==> config.mk <==
export PLATFORM = sky130hd
export DESIGN_NAME = barcode_tx
export DESIGN_NICKNAME = d
export VERILOG_FILES = /design/src/rtl/barcode_tx.sv
export SDC_FILE = /design/constraint.sdc
export NUM_CORES = 1
export LEC_CHECK = 0
export CAP_MARGIN = 15
export CORE_MARGIN = 2
export CORE_UTILIZATION = 50
export DETAILED_ROUTE_END_ITERATION = 16
export GPL_TIMING_DRIVEN = 0
export PLACE_DENSITY = 0.75
export SETUP_SLACK_MARGIN = 0.05
export SLEW_MARGIN = 20
export SYNTH_ARGS = -nofsm -noshare
export SYNTH_HDL_FRONTEND = slang
export SYNTH_SLANG_ARGS = --single-unit
==> constraint.sdc <==
create_clock -name clk -period 16.5 [get_ports clk]
set_clock_uncertainty 0.05 [all_clocks]
set_input_delay 3.3 -clock clk [delete_from_list [all_inputs] [get_ports clk]]
set_output_delay 3.3 -clock clk [all_outputs]
set_load 0.01 [all_outputs]
==> src/rtl/barcode_tx.sv <==
// rtl/barcode_tx.sv - pulse-width barcode serializer for an 8-bit station ID
module barcode_tx #(
    parameter int PERIOD_W = 22,
    parameter int MIN_Q    = 2
) (
    input  logic                clk,
    input  logic                rst,
    input  logic                send,
    input  logic [7:0]          station_ID,
    input  logic [PERIOD_W-1:0] period,
    output logic                BC,
    output logic                busy,
    output logic                done
);

    localparam int QW = PERIOD_W - 2;

    localparam logic [1:0] S_IDLE  = 2'd0;
    localparam logic [1:0] S_START = 2'd1;
    localparam logic [1:0] S_DATA  = 2'd2;
    localparam logic [1:0] S_GAP   = 2'd3;

    localparam logic [QW-1:0]       MIN_Q_L = QW'(MIN_Q);
    localparam logic [PERIOD_W-1:0] ONE     = PERIOD_W'(1);

    logic [1:0]          state;
    logic [1:0]          nxt_state;
    logic [PERIOD_W-1:0] cnt;
    logic [PERIOD_W-1:0] nxt_cnt;
    logic [2:0]          bit_cnt;
    logic [2:0]          nxt_bit;
    logic [7:0]          id_r;
    logic [7:0]          nxt_id;
    logic [QW-1:0]       q_r;
    logic [QW-1:0]       nxt_q;
    logic [QW-1:0]       q_in;

    logic [PERIOD_W-1:0] cell_last;
    logic                cell_end;
    logic [PERIOD_W-1:0] low_q1;
    logic [PERIOD_W-1:0] low_q2;
    logic [PERIOD_W-1:0] low_q3;
    logic                cur_bit;
    logic                nxt_bc;
    logic                nxt_done;

    // The two low bits of period never affect timing: cells are whole quarters.
    logic period_unused;
    assign period_unused = ^period[1:0];

    // Quarter length from the requested period, held at MIN_Q for short periods.
    always_comb begin
        q_in = period[PERIOD_W-1:2];
        if (q_in < MIN_Q_L) begin
            q_in = MIN_Q_L;
        end
    end

    // A cell is 4q cycles; cnt runs 0..4q-1 inside it.
    assign cell_last = {q_r, 2'b00} - ONE;
    assign cell_end  = (cnt == cell_last);

    // Frame sequencing: next state, cell/bit counters and captured frame parameters.
    always_comb begin
        nxt_state = state;
        nxt_cnt   = cnt;
        nxt_bit   = bit_cnt;
        nxt_id    = id_r;
        nxt_q     = q_r;
        nxt_done  = 1'b0;
        case (state)
            S_IDLE: begin
                if (send) begin
                    nxt_state = S_START;
                    nxt_cnt   = '0;
                    nxt_bit   = '0;
                    nxt_id    = station_ID;
                    nxt_q     = q_in;
                end
            end
            S_START: begin
                if (cell_end) begin
                    nxt_state = S_DATA;
                    nxt_cnt   = '0;
                    nxt_bit   = '0;
                end else begin
                    nxt_cnt = cnt + ONE;
                end
            end
            S_DATA: begin
                if (cell_end) begin
                    nxt_cnt = '0;
                    if (bit_cnt == 3'd7) begin
                        nxt_state = S_GAP;
                    end else begin
                        nxt_bit = bit_cnt + 3'd1;
                    end
                end else begin
                    nxt_cnt = cnt + ONE;
                end
            end
            default: begin
                if (cell_end) begin
                    nxt_state = S_IDLE;
                    nxt_cnt   = '0;
                    nxt_done  = 1'b1;
                end else begin
                    nxt_cnt = cnt + ONE;
                end
            end
        endcase
    end

    // Line level for the upcoming cycle, derived from the next-state view so BC can be a flop.
    always_comb begin
        low_q1  = {2'b00, nxt_q};
        low_q2  = {1'b0, nxt_q, 1'b0};
        low_q3  = low_q1 + low_q2;
        cur_bit = nxt_id[3'd7 - nxt_bit];
        nxt_bc  = 1'b1;
        case (nxt_state)
            S_START: nxt_bc = (nxt_cnt >= low_q2);
            S_DATA:  nxt_bc = cur_bit ? (nxt_cnt >= low_q1) : (nxt_cnt >= low_q3);
            default: nxt_bc = 1'b1;
        endcase
    end

    // State, counters, captured parameters and all outputs are registered here.
    always_ff @(posedge clk) begin
        if (rst) begin
            state   <= S_IDLE;
            cnt     <= '0;
            bit_cnt <= '0;
            id_r    <= '0;
            q_r     <= '0;
            BC      <= 1'b1;
            busy    <= 1'b0;
            done    <= 1'b0;
        end else begin
            state   <= nxt_state;
            cnt     <= nxt_cnt;
            bit_cnt <= nxt_bit;
            id_r    <= nxt_id;
            q_r     <= nxt_q;
            BC      <= nxt_bc;
            busy    <= (nxt_state != S_IDLE);
            done    <= nxt_done;
        end
    end

endmodule

; ---- After elaboration in Yosys (flattened, before gate mapping)
; Index checks and enable logic that the tools add are counted.
[op_classes]
reduce_logical = 3
eq_ne = 6
n_lt_le_gt_ge = 5
mux = 24
add_sub_neg = 5
[ops]
columns = operator, count
row1 = 22-bit two-way mux, 3
row2 = 20-bit two-way mux, 3
row3 = 20-bit by 21-bit adder with 22-bit output, 1
row4 = 22-bit by 1-bit adder with 22-bit output (second input constant), 1
row5 = 22-bit equality test, 1
row6 = 22-bit by 20-bit >= comparator with 1-bit output, 1
row7 = 22-bit by 21-bit >= comparator with 1-bit output, 1
row8 = 22-bit >= comparator, 1
row9 = 22-bit by 1-bit subtractor with 22-bit output (second input constant), 1
row10 = 20-bit by 2-bit < comparator with 1-bit output (second input constant), 1
row11 = 8-bit two-way mux, 2
row12 = 3-bit two-way mux, 4
row13 = 2-bit two-way mux, 5
row14 = 3-bit case mux with 3 select lines, 1
row15 = 2-bit case mux with 3 select lines, 1
row16 = 2-bit by 1-bit equality test with 1-bit output (second input constant), 2
row17 = 2-bit equality test (second input constant), 2
row18 = 3-bit by 4-bit < comparator with 1-bit output (second input constant), 1
row19 = 4-bit OR reduction, 1
row20 = 3-bit by 1-bit adder with 3-bit output (second input constant), 1
row21 = 1-bit binary-select mux with 3-bit select, 1
row22 = 3-bit equality test (second input constant), 1
row23 = 1-bit two-way mux, 3
row24 = 3-bit subtractor (first input constant), 1
row25 = 3 further kinds, 3
[word_totals]
register_bits = 58
elab_cells = 51
input_bits = 33
output_inout_bits = 3

; ---- Depth between registers and ports, before layout
[logic_depth]
ltp_word = 9
mapped_depth = 31
ltp_nobuf = 29

; ---- Least setup slack after synthesis
; OpenSTA, ideal clock, no wires.
[synth_path]
path_type = input-to-reg
start = input send
end = register BC
setup_time_ns = 0.127
n_path_buf = 2
required_ns = 16.323
setup_slack_ns = 7.242
t_arrival_ns = 9.080
stages = 29
path_cell_list = inv_1 -> nor2_1 -> clkbuf_1 -> clkbuf_1 -> mux2i_1 -> inv_1 -> fa_1 -> a21oi_1 -> o21bai_1 -> a21oi_1 -> and2_1 -> o21ai_0 -> a41o_1 -> a21o_1 -> o21a_1 -> a21o_1 -> a21oi_1 -> xor2_1 -> ha_1 -> a21o_1 -> a21o_1 -> a21oi_1 -> o21ai_0 -> a2111oi_0 -> nor2_1 -> a211oi_1 -> mux2i_1 -> a311oi_1 -> nand3b_1
[synth_lines]
columns = element, line_no
row1 = start: declaration, 8  ; input logic send,
row2 = 20-bit two-way mux (*), 73  ; if (send) begin
row3 = 20-bit two-way mux (*), 71  ; case (state)
row4 = via nxt_q[2], 35  ; logic [QW-1:0] nxt_q;
row5 = 20-bit by 21-bit adder with 22-bit output, 118  ; low_q3 = low_q1 + low_q2;
row6 = 22-bit >= comparator, 123  ; S_DATA: nxt_bc = cur_bit ? (nxt_cnt >= low_q1) : (nxt_cnt >= low_q3);
row7 = 1-bit two-way mux, 123
row8 = 1-bit case mux with 2 select lines (*), 121  ; case (nxt_state)
row9 = end signal: assignment, 145  ; BC <= nxt_bc;
row10 = end: declaration, 11  ; output logic BC,
; The timed path passes the listed nets; every way through them passes the cells marked *. The select of a mux whose other input is x is not followed.
; A chain may end at the register's enable or synchronous reset.

; ---- Worst setup path in the final report
; Same ends and word-level chain as after synthesis.

==> impl_results.md <==
* Status: finished clean
* Top_reg_cell synth: dfxtp_1
* Arr. time, crit path at 11.14 ns
* Mapped Cells at 744
* Largest net degree at the start of global routing at 11
* First-pass GRT wire length at 27,000 um
* Die H at 112 um
* Clock transition at path regs at 0.05 ns
* Maximum VDD drop at 0.0579 mV
* Crit path capture type: flip-flop
* Synth warnings at 0
* Worst skew pair latency at 0.33 ns
* Leakage at 2.98 nW
* WS Path Type: in2reg
* Nets at 901
* Critical Path Fanout Max at 10
* DRT Pass-1 Iters at 7
* Via total after detailed routing at 5,745
* Synth unique cells at 72
* Area of the multi-input gates at 4410 sq um
* Clock tree buffer depth at 2
* Hold_buf cts at 0
* GR Util All Layers at 26.5%
* Layout filler cell count at 1,023
* Remaining DRCs at 0
* Worst setup SP type: input port
* Vias in the first global route at 5,554
* I/O Buffers at 33
* Layout cells sized above 1 at 4.79%
* Hpwl dp at 13,300 um
* TNS Setup at 0 ns
* Core Footprint at 11,400 sq um
* Hold wc startpoint: id_r[2]
* Critical Path RT at 16.66 ns
* Post-synthesis sequential area ratio at 20.0%
* Max Transition Viols Final at 0
* Peak Freq at 0.0911 GHz
* # clock sinks at 58
* Most frequent cells in the layout: nand2_1 (80), ha_1 (79), dfxtp_1 (58)
* # placed instances at 920
* Power Density at 72.6 nW/um^2
* Gpl congestion at 0.931
* Initial antenna violation count at 0
* CP delay by family, top: compound AO/OA/AOI/OAI gates
* Synthesized area at 5820 sq um
* Syn_nets at 857
* Initial cell density of the core at 51.2%
* Via density at 6.14
* Hold Vio Cnt, Final at 0
* Ys async rst share at 0%
* Antenna-violating nets left at 0
* RSZ-0062 raised after global routing: no
* Critical path's most frequent cell: a21o_1
* Die area at 12,500 sq um
* Tcrit/Tclk final at 66.5%
* Non-filler cells, final at 936
* Worst Tran Pin Value at 0.959 ns
* CTS tree: done
* Type of the worst min-delay path: reg2reg
* Post-synth EDFFs at 0
* Crit-path max cell delay at 0.66 ns
* RR Startpoint: state[0]
* Cell Rows at 39
* N_diodes at 0
* H-tree levels at 3
* Grt total ovfl at 0
* I/O pin cnt at 36
* Flops & latches, synth at 58
* Register area at 1160 sq um
* Slowest CP cell: clkbuf_1
* Die W at 112 um
* Number of CTS-inserted buffers at 9
* Worst setup startpoint: send
* CTS resizes at 0
* DRT iter0 DRCs at 577
* Drt total wl at 16,400 um
* Layout area overhead at 13.7%
* Tmin final at 10.98 ns
* Avg WL per Cell at 17.6 um
* Syn_area_per_cell at 7.82 sq um
* Tightest hold margin at 0.406 ns
* Total setup buffers inserted after CTS at 0
* Clock root cell: clkbuf_16
* Max_cap viols at 0
* Setup violators final at 0
* Most common cell after layout, fill and taps aside: nand2_1
* Slew margin rel. at 34.3%
* CP bufs+invs at 5
==> power by group <==
part | switching, W | internal [W] | total (W)
Combinational | 0.0000873 | 0.0000625 | 0.000150
Clock | 0.0000644 | 0.000116 | 0.000180
Sequential | 0.00000513 | 0.000145 | 0.000150
==> cells in the mapped netlist (3+ instances only) <==
| library cell | instances | area (sq um) |
|---|---|---|
| a211oi_1 | 7 | 52.6 |
| a211oi_2 | 3 | 37.5 |
| a21o_1 | 34 | 255 |
| a21oi_1 | 41 | 205 |
| a31o_2 | 3 | 26.3 |
| a31oi_1 | 7 | 43.8 |
| and2_1 | 8 | 50.1 |
| and3_1 | 11 | 68.8 |
| and4_1 | 3 | 26.3 |
| clkbuf_1 | 23 | 86.3 |
| dfxtp_1 | 58 | 1160 |
| ha_1 | 79 | 988 |
| inv_1 | 36 | 135 |
| mux2i_1 | 17 | 170 |
| nand2_1 | 80 | 300 |
| nand2b_1 | 12 | 75.1 |
| nand3_1 | 17 | 85.1 |
| nand3b_1 | 5 | 37.5 |
| nand4_1 | 15 | 93.8 |
| nor2_1 | 51 | 191 |
| nor2b_1 | 23 | 144 |
| nor3_1 | 11 | 55.1 |
| nor4_1 | 11 | 68.8 |
| o211ai_1 | 11 | 82.6 |
| o21a_1 | 7 | 52.6 |
| o21ai_0 | 36 | 180 |
| o21ai_1 | 7 | 35.0 |
| o21bai_1 | 3 | 22.5 |
| o22ai_1 | 3 | 18.8 |
| o31ai_1 | 7 | 52.6 |
| o41ai_1 | 3 | 26.3 |
| or2_2 | 4 | 25.0 |
| or3_1 | 7 | 43.8 |
| or4_1 | 10 | 75.1 |
| xnor2_1 | 33 | 289 |
| xor2_1 | 14 | 123 |
==> worst paths after layout <==
path,slack (ns),end,depth (start not counted)
min reg2reg,0.41,id_r[2],2
max reg2reg,8.27,BC,30
min,0.41,id_r[2],2
max,5.52,BC,30
==> per-stage QoR <==
stage | power (W) | instance area [sq um] | setup WS (ns) | util (%)
finish | 0.000480 | 6610 | 5.52 | 58.2
global route | 0.000503 | 6610 | 4.95 | 58.2
CTS | 0.000480 | 6610 | 5.58 | 58.2
detailed placement | 0.000301 | 6330 | 5.27 | 55.6
global placement | 0.000294 | 6330 | 5.51 | 55.6
floorplan | 0.000260 | 5820 | 7.24 | -
==> flip-flops by register name, summed over array words and instances (netlist names) <==
signal,count
busy,1
cnt,22
BC,1
q_r,20
done,1
bit_cnt,3
id_r,8
state,2
==> layer usage <==
metal / global-route usage, % / vias to the layer above / share of wire [%]
li1: - / 2825 / -
met1: 36.1 / 2686 / 46
met2: 43.1 / 202 / 46
met3: 3.86 / 32 / 5.8
met4: 8.97 / 0 / 2.2
met5: 0 / - / 0
==> area by class of cell <==
| class | count | share of cell area (%) |
|---|---|---|
| multi-input cells | 622 | 66.7 |
| flip-flops and latches | 58 | 17.6 |
| repair buffers | 33 | 5.00 |
| clock buffers | 10 | 3.46 |
| well taps | 143 | 2.71 |
| inverters | 37 | 2.10 |
| plain buffers | 27 | 1.63 |
| clock inverters | 6 | 0.870 |
==> tightest hold or removal path, delay by kind of cell (launching register included) <==
family | cells | cell delay (ns)
flip-flops | 1 | 0.31
AND/OR/NAND/NOR | 1 | 0.05
AO/OA/AOI/OAI | 1 | 0.05
==> cells by family after synthesis <==
| kind of cell | Yosys count | share of synthesized area, % |
|---|---|---|
| mux | 18 | 3.12 |
| xor+xnor | 47 | 7.08 |
| compound gates | 199 | 23.4 |
| buf+inv | 64 | 4.24 |
| fa+ha+maj | 81 | 17.5 |
| flops | 58 | 20.0 |
| simple gates | 277 | 24.7 |
No activity file was read; power rests on OpenSTA's default activity.
